==> src/rtl/bs_pipe_shifter.sv <==
// Pipelined barrel shifter: one register stage per shift-amount bit, four
// rotate/shift modes, valid/ready flow control with a global stall enable.
module bs_pipe_shifter #(
    parameter int WIDTH = 32,
    parameter int SHW   = $clog2(WIDTH)
) (
    input  logic             i_clk,
    input  logic             i_rst,
    input  logic             i_valid,
    output logic             o_ready,
    input  logic [WIDTH-1:0] i_A,
    input  logic [SHW-1:0]   i_k,
    input  logic [1:0]       i_mode,
    output logic             o_valid,
    input  logic             i_ready,
    output logic [WIDTH-1:0] o_Y
);

    localparam logic [1:0] MODE_ROR = 2'b00;
    localparam logic [1:0] MODE_ROL = 2'b01;
    localparam logic [1:0] MODE_SRL = 2'b10;

    logic en;

    // Shift d by a fixed power-of-two amount; SRA fills with the sign captured at accept.
    function automatic logic [WIDTH-1:0] shift_by(input logic [WIDTH-1:0] d,
                                                  input logic [1:0]       mode,
                                                  input logic             sign,
                                                  input int               amt);
        logic [WIDTH-1:0] fill;
        fill = sign ? ~({WIDTH{1'b1}} >> amt) : '0;
        case (mode)
            MODE_ROR: shift_by = (d >> amt) | (d << (WIDTH - amt));
            MODE_ROL: shift_by = (d << amt) | (d >> (WIDTH - amt));
            MODE_SRL: shift_by = d >> amt;
            default:  shift_by = (d >> amt) | fill;
        endcase
    endfunction

    // Whole pipeline advances together; a full output with no taker freezes everything.
    assign en      = !o_valid || i_ready;
    assign o_ready = en;

    for (genvar s = 0; s < SHW; s++) begin : g_stage
        logic [WIDTH-1:0] d_in;
        logic [SHW-1:0]   k_in;
        logic [1:0]       m_in;
        logic             sign_in;
        logic             vld_in;
        logic [WIDTH-1:0] shifted;

        logic [WIDTH-1:0] data_p;
        logic [SHW-1:0]   k_p;
        logic [1:0]       mode_p;
        logic             sign_p;
        logic             vld_p;

        if (s == 0) begin : g_head
            assign d_in    = i_A;
            assign k_in    = i_k;
            assign m_in    = i_mode;
            assign sign_in = i_A[WIDTH-1];
            assign vld_in  = i_valid;
        end else begin : g_link
            assign d_in    = g_stage[s-1].data_p;
            assign k_in    = g_stage[s-1].k_p;
            assign m_in    = g_stage[s-1].mode_p;
            assign sign_in = g_stage[s-1].sign_p;
            assign vld_in  = g_stage[s-1].vld_p;
        end

        assign shifted = k_in[s] ? shift_by(d_in, m_in, sign_in, 2 ** s) : d_in;

        // Stage s boundary: register the partially shifted word and its context.
        always_ff @(posedge i_clk) begin
            if (i_rst) begin
                vld_p  <= 1'b0;
                data_p <= '0;
                k_p    <= '0;
                mode_p <= '0;
                sign_p <= 1'b0;
            end else if (en) begin
                vld_p  <= vld_in;
                data_p <= shifted;
                k_p    <= k_in;
                mode_p <= m_in;
                sign_p <= sign_in;
            end
        end

        // Already-consumed amount bits and the last stage's context have no reader.
        logic unused_ctx;
        assign unused_ctx = ^{k_p, mode_p, sign_p};
    end

    assign o_valid = g_stage[SHW-1].vld_p;
    assign o_Y     = g_stage[SHW-1].data_p;

endmodule
==> config.mk <==
export PLATFORM = sky130hd
export DESIGN_NAME = bs_pipe_shifter
export DESIGN_NICKNAME = d
export VERILOG_FILES = /design/src/rtl/bs_pipe_shifter.sv
export SDC_FILE = /design/constraint.sdc
export NUM_CORES = 1
export LEC_CHECK = 0
export CAP_MARGIN = 25
export CORE_MARGIN = 4
export CORE_UTILIZATION = 64
export DETAILED_ROUTE_END_ITERATION = 12
export PLACE_DENSITY = 0.86
export SETUP_SLACK_MARGIN = 0.15
export SYNTH_ARGS = -nofsm -noshare
export SYNTH_HDL_FRONTEND = slang
export SYNTH_SLANG_ARGS = --single-unit
==> constraint.sdc <==
create_clock -name i_clk -period 3.1 [get_ports i_clk]
set_input_delay 0.465 -clock i_clk [delete_from_list [all_inputs] [get_ports i_clk]]
set_output_delay 0.465 -clock i_clk [all_outputs]
set_load 0.1 [all_outputs]
==> impl_metrics.csv, run 1 <==
group,metric,value,unit
worst_setup_path,arrival,1.70,ns
cts,postCtsSetupBuffers,0,
cells_and_area,drive_gt1_frac,0.106,
global_routing,globalRoute.totalOverflow,0,
timing,slew_headroom,0.319,
route,wl,26300,um
timing,whs,0.452,ns
worst_setup_path,crit_family,"buffers and inverters",
worst_setup_path,required,2.63,ns
logic_synthesis,synth_seq_cells,187,
logic_synthesis,synthesis.nets,1241,
logic_synthesis,ys_warn_count,0,
cts,cts_hold_buf,0,
cts,cts_buffers,17,
cts,cts_sinks,187,
floorplanning,ios,77,
route,via_count,9253,
worst_setup_path,crit_chain,"clkdlybuf4s50_1, nor2b_4, inv_4, buf_12",
power_and_ir_drop,switching_share,0.280,
global_routing,grt_max_degree,173,
route,wl_per_cell,18.7,um
route,ant_nets,0,
global_routing,track_usage,0.282,
timing,fmax,0.463,GHz
cts,clk_latency,0.44,ns
cts,htreeDepth,4,
logic_synthesis,synth_seq_area_share,0.363,
cells_and_area,nFillCells,1170,
floorplanning,core_area,0.0158,sq mm
timing,hold_violations,0,
place,gp_congestion,0.874,
logic_synthesis,syn_avg_cell_area,8.60,sq um
place,dp_hpwl,16700,um
timing,setup_violations,0,
power_and_ir_drop,pwr-share-seq,0.476,
cells_and_area,nets,1218,
cts,cts_tree,"done",
logic_synthesis,async_reset_ff_frac,0,
worst_setup_path,crit_buf_inv,3,
power_and_ir_drop,irDropWorstVdd,0.407,mV
floorplanning,die_w,135,um
timing,skew,0.0103,ns
cts,path_clk_slew,0.07,ns
global_routing,grt_pass1_wl,42400,um
min_path,holdCritPathClass,"flip-flop to flip-flop",
route,drtPass1Iterations,6,
timing,fin_crit_sh,0.697,
floorplanning,fp-row-count,46,
outcome,status,"complete, no violations",
global_routing,grt_antenna_before_repair,0,
timing,setup_tns,0,ns
floorplanning,start_util,0.651,
timing,report.final.slew_viol_count,0,
cts,postCtsResizedCells,0,
cells_and_area,syn_to_final_growth,11.4,%
logic_synthesis,synthDistinctLibCells,34,
worst_setup_path,cp-end-kind,"output pin",
logic_synthesis,synth_flop_cell,"dfxtp_1",
route,drcViolationCount,0,
cells_and_area,seq_area,0.00374,sq mm
floorplanning,die-height,135,um
power_and_ir_drop,net-switching-power,1590,uW
timing,tightest_slew,1.02,ns
power_and_ir_drop,powerDensity,496,mW/mm^2
worst_setup_path,critPathKind,"primary input to output pin",
worst_setup_path,cpMaxStageDelayCell,"clkdlybuf4s50_1",
logic_synthesis,synth_edf_count,0,
run,maxCapViolCount,0,
route,via_per_inst,6.59,
power_and_ir_drop,power_leakage,0.00434,uW
cells_and_area,multiInputGateArea,0.00588,sq mm
place,io_buffers,76,
logic_synthesis,synth_area,0.0103,sq mm
floorplanning,dieArea,0.0182,sq mm
power_and_ir_drop,clkPwrFrac,0.395,
global_routing,grt_pass1_vias,8513,
cells_and_area,diodes,0,
worst_setup_path,cp-start-kind,"primary input",
route,drt_iter0_drc,1124,
cts,cts_buffer_depth,2,
worst_setup_path,critPathMaxStageDelay,0.50,ns
logic_synthesis,postSynthCellCount,1198,
power_and_ir_drop,pwr-share-comb,0.129,
timing,period_needed,2.16,ns
timing,rsz0062_at_grt,"false",
power_and_ir_drop,p_int,4100,uW
worst_setup_path,cp_max_fo,54,
cts,cts_root_buf,"clkbuf_16",
path summary, 6_finish.rpt:
kind	startpoint	to	slack [ns]	cells past startpoint
worst min-delay path	g_stage[0].k_p[2]$_SDFFE_PP0P_	g_stage[0].k_p[2]$_SDFFE_PP0P_	0.45	2
worst max-delay path	i_ready	o_ready	0.94	4
worst max register to register	g_stage[2].mode_p[1]$_SDFFE_PP0P_	g_stage[3].data_p[13]$_SDFFE_PP0P_	1.04	4
worst min register to register	g_stage[0].k_p[2]$_SDFFE_PP0P_	g_stage[0].k_p[2]$_SDFFE_PP0P_	0.45	2
tightest hold or removal path, delay by kind of cell (launching register included):
| kind | cells | cell delay (ns) |
|---|---|---|
| flip-flops | 1 | 0.31 |
| AND/OR/NAND/NOR | 1 | 0.05 |
| AO/OA/AOI/OAI | 1 | 0.05 |
sequential cells by signal, summed over array words and instances, names as in the netlist:
register        flops
g_stage.vld_p       4
o_Y                32
g_stage.k_p        10
g_stage.sign_p      4
g_stage.mode_p      8
g_stage.data_p    128
o_valid             1
through the flow:
step                      instance area [sq um]   util  cells  setup slack, ns  power, uW
final                                     11500  0.726   1404            0.940       5690
after global routing                      11500  0.726   1404            0.888       5880
after CTS                                 11500  0.725   1403            0.959       5700
after detailed placement                  10900  0.686   1371            0.721       3480
after global placement                    10800  0.685   1370            0.772       3460
after floorplan                           10300      -   1198            0.855       3240
power groups by stage:
stage | Sequential [uW] | Clock (uW) | Combinational (uW)
2_1_floorplan | 2800 | 0 | 440
3_3_place_gp | 2750 | 0 | 704
3_5_place_dp | 2760 | 0 | 722
4_1_cts | 2700 | 2270 | 726
5_1_grt | 2730 | 2360 | 791
6_report | 2710 | 2250 | 734
logic make-up (layout without fill, tap and decap cells):
family | after synthesis | after routing | share of synthesized area
compound gates | 448 | 448 | 0.290
flops | 187 | 187 | 0.363
mux | 30 | 30 | 0.0294
buf+inv | 151 | 141 | 0.0667
simple gates | 382 | 382 | 0.250
cell type report:
type,count,share of cell area
clock buffers,19,0.0394
clock inverters,13,0.0135
well taps,216,0.0235
repair buffers,103,0.0833
flip-flops and latches,187,0.326
multi-input cells,860,0.512
inverters,6,0.00218
cell usage after synthesis, types with 2 or more instances:
cell type | n | area, sq um
nand2_1 | 80 | 300
nand3b_1 | 115 | 863
a21oi_1 | 43 | 215
a211oi_1 | 131 | 983
buf_4 | 12 | 90.1
o311ai_1 | 10 | 87.6
nor2b_1 | 15 | 93.8
buf_2 | 38 | 190
o21ai_0 | 128 | 641
o31ai_1 | 114 | 856
a221oi_1 | 12 | 105
nor2_1 | 19 | 71.3
or2_0 | 4 | 25.0
buf_6 | 3 | 33.8
dfxtp_1 | 187 | 3740
or2_2 | 24 | 150
a311oi_2 | 2 | 30.0
inv_1 | 5 | 18.8
mux2i_1 | 28 | 280
clkbuf_1 | 88 | 330
and3b_1 | 114 | 998
clkbuf_2 | 4 | 20.0
nand2b_1 | 4 | 25.0
o311ai_0 | 6 | 52.6
mux2_2 | 2 | 22.5
nor3b_1 | 2 | 15.0
per-layer routing:
layer | global-route usage | vias up | share of wire
met3 | 0.0391 | 58 | 0.052
met2 | 0.480 | 311 | 0.50
met5 | 0 | - | 0
met1 | 0.360 | 4406 | 0.42
met4 | 0.116 | 0 | 0.028
li1 | - | 4478 | -
cells in the final DEF (no fill, tap or decap), types with 2 or more instances in the layout:
| master | n |
|---|---|
| dfxtp_1 | 187 |
| a211oi_1 | 131 |
| o21ai_0 | 128 |
| nand3b_1 | 115 |
| o31ai_1 | 114 |
| and3b_1 | 114 |
| nand2_1 | 80 |
| buf_4 | 54 |
| a21oi_1 | 43 |
| clkdlybuf4s50_1 | 41 |
| mux2i_1 | 28 |
| or2_2 | 24 |
| nor2_1 | 19 |
| clkbuf_16 | 17 |
| nor2b_1 | 15 |
| a221oi_1 | 12 |
| o311ai_1 | 10 |
| o311ai_0 | 6 |
| buf_12 | 5 |
| or2_0 | 4 |
| nand2b_1 | 4 |
| inv_1 | 4 |
| clkinv_4 | 3 |
| inv_6 | 3 |
| a311oi_2 | 2 |
| mux2_2 | 2 |
| nor3b_1 | 2 |
| clkbuf_8 | 2 |
| bufinv_16 | 2 |
| clkinvlp_4 | 2 |
| inv_8 | 2 |
| buf_8 | 2 |
(Power assumes the default switching activity.)
==> inputs of run 2 (changes only) <==
- CORE_UTILIZATION: 64 -> 59
- PLACE_DENSITY: 0.86 -> 0.8
- clock period: 3.1 -> 2.25 ns (I/O delays scaled with it)
==> run 2 against run 1 <==
Against the previous run:
- first-iteration DRC count fell by 29%
- sequential share of layout area fell by 0.48 points
- count of clock-buffer cells in the layout did not move
- die area rose by 8.0%
- flip-flop and latch count did not move
- power rose by 37%
- design area rose by 1.5%
- critical path depth fell by 1
- worst hold slack got worse by 0.061 ns
- critical path type is now flip-flop to flip-flop
- highest routed layer unchanged
==> impl_metrics.csv, run 2 (synthesis results as in run 1) <==
group,metric,value,unit
cts,cts_buffer_depth,2,
global_routing,globalRoute.totalOverflow,0,
cts,postCtsSetupBuffers,0,
min_path,worstHoldPathCells,2,
route,wl_per_cell,18.2,um
cells_and_area,diodes,0,
cells_and_area,syn_to_final_growth,13.1,%
global_routing,grt_pass1_wl,42500,um
timing,rsz0062_at_grt,"false",
timing,skew,0.0107,ns
worst_setup_path,critPathKind,"flip-flop to flip-flop",
cts,cts_buffers,17,
cells_and_area,drive_gt1_frac,0.117,
worst_setup_path,r2r_cells,3,
place,gp_congestion,0.847,
cts,cts_sinks,187,
power_and_ir_drop,net-switching-power,2180,uW
cells_and_area,final_area,0.0117,sq mm
cts,htreeDepth,4,
global_routing,grt_pass1_vias,8221,
timing,tightest_slew,0.733,ns
cells_and_area,nets,1234,
timing,hold_violations,0,
route,drcViolationCount,0,
route,wl,26100,um
floorplanning,die_w,140,um
timing,report.final.slew_viol_count,0,
global_routing,grt_max_degree,90,
power_and_ir_drop,powerDensity,667,mW/mm^2
floorplanning,die-height,140,um
worst_setup_path,arrival,2.07,ns
place,io_buffers,76,
timing,period_needed,1.76,ns
route,via_per_inst,6.45,
timing,setup_tns,0,ns
cts,path_clk_slew,0.07,ns
run,maxCapViolCount,0,
worst_setup_path,cp-end-kind,"flip-flop",
place,place_area,0.0111,sq mm
floorplanning,dieArea,0.0196,sq mm
cells_and_area,mostFrequentLayoutCell,"dfxtp_1",
worst_setup_path,required,2.56,ns
place,dp_hpwl,17400,um
power_and_ir_drop,pwr-share-seq,0.479,
min_path,holdCritPathClass,"primary input to flip-flop",
global_routing,track_usage,0.257,
timing,slew_headroom,0.511,
power_and_ir_drop,power_leakage,0.00444,uW
power_and_ir_drop,clkPwrFrac,0.389,
worst_setup_path,cp_max_fo,16,
cells_and_area,nFillCells,1370,
cells_and_area,regMostFlops,"g_stage.data_p",
cells_and_area,layout_common_cells,"186 x dfxtp_1, 131 x a211oi_1, 128 x o21ai_0",
place,dp.cells,1397,
worst_setup_path,cp-start-kind,"flip-flop",
timing,fmax,0.568,GHz
global_routing,grt_antenna_before_repair,0,
power_and_ir_drop,switching_share,0.280,
cells_and_area,final_cells,1429,
outcome,status,"complete, no violations",
floorplanning,fp-row-count,48,
cells_and_area,largest_register_ffs,128,
route,ant_nets,0,
power_and_ir_drop,irDropWorstVdd,0.589,mV
floorplanning,ios,77,
cts,cts_root_buf,"clkbuf_16",
cts,cts_hold_buf,0,
route,drt_iter0_drc,794,
power_and_ir_drop,p_int,5600,uW
cts,cts_tree,"done",
route,via_count,9218,
floorplanning,core_area,0.0172,sq mm
floorplanning,start_util,0.598,
cts,postCtsResizedCells,0,
route,drtPass1Iterations,5,
cts,clk_latency,0.44,ns
timing,fin_crit_sh,0.782,
timing,setup_violations,0,
power_and_ir_drop,pwr-share-comb,0.132,
[run 2: critical path: stages, from the launching register on]
cell	delay, ns
dfxtp_1	0.52
inv_1	0.33
o311ai_0	0.65
a21oi_1	0.14
[run 2: path summary, 6_finish.rpt]
kind | from | end | slack [ns]
max | g_stage[3].k_p[4]$_SDFFE_PP0P_ | o_Y[19]$_SDFFE_PP0P_ | 0.49
min | i_rst | g_stage[1].mode_p[0]$_SDFFE_PP0P_ | 0.39
max reg2reg | g_stage[3].k_p[4]$_SDFFE_PP0P_ | o_Y[19]$_SDFFE_PP0P_ | 0.49
min reg2reg | o_Y[17]$_SDFFE_PP0P_ | o_Y[17]$_SDFFE_PP0P_ | 0.45
[run 2: power groups by stage]
stage,combinational [uW],sequential [uW],clock [uW]
5_1_grt,1110,3750,3190
6_report,1030,3730,3020
3_5_place_dp,1020,3800,0
2_1_floorplan,606,3860,0
4_1_cts,1020,3720,3060
3_3_place_gp,999,3790,0
[run 2: metal layers]
| metal | up-vias | track usage | wire, um |
|---|---|---|---|
| li1 | 4514 | - | - |
| met5 | - | 0 | 0 |
| met2 | 280 | 0.424 | 12500 |
| met1 | 4380 | 0.342 | 11500 |
| met3 | 44 | 0.0399 | 1270 |
| met4 | 0 | 0.0954 | 743 |
[run 2: final cells by class]
cell class | count | area [sq um] | area share
inverter | 6 | 25.0 | 0.00215
clock inverter | 13 | 159 | 0.0136
tap | 225 | 282 | 0.0241
sequential | 187 | 3740 | 0.321
timing repair buffer | 119 | 1140 | 0.0975
multi-input combinational | 860 | 5880 | 0.504
clock buffer | 19 | 433 | 0.0371
[run 2: per-stage QoR]
step | setup WS [ns] | total power, uW | util | hold WS, ns
6_report | 0.491 | 7780 | 0.677 | 0.391
5_1_grt | 0.403 | 8050 | 0.677 | 0.409
3_3_place_gp | 0.328 | 4790 | 0.642 | 0.438
2_1_floorplan | 0.432 | 4470 | - | 0.427
3_5_place_dp | 0.276 | 4810 | 0.642 | 0.444
4_1_cts | 0.448 | 7800 | 0.677 | 0.383
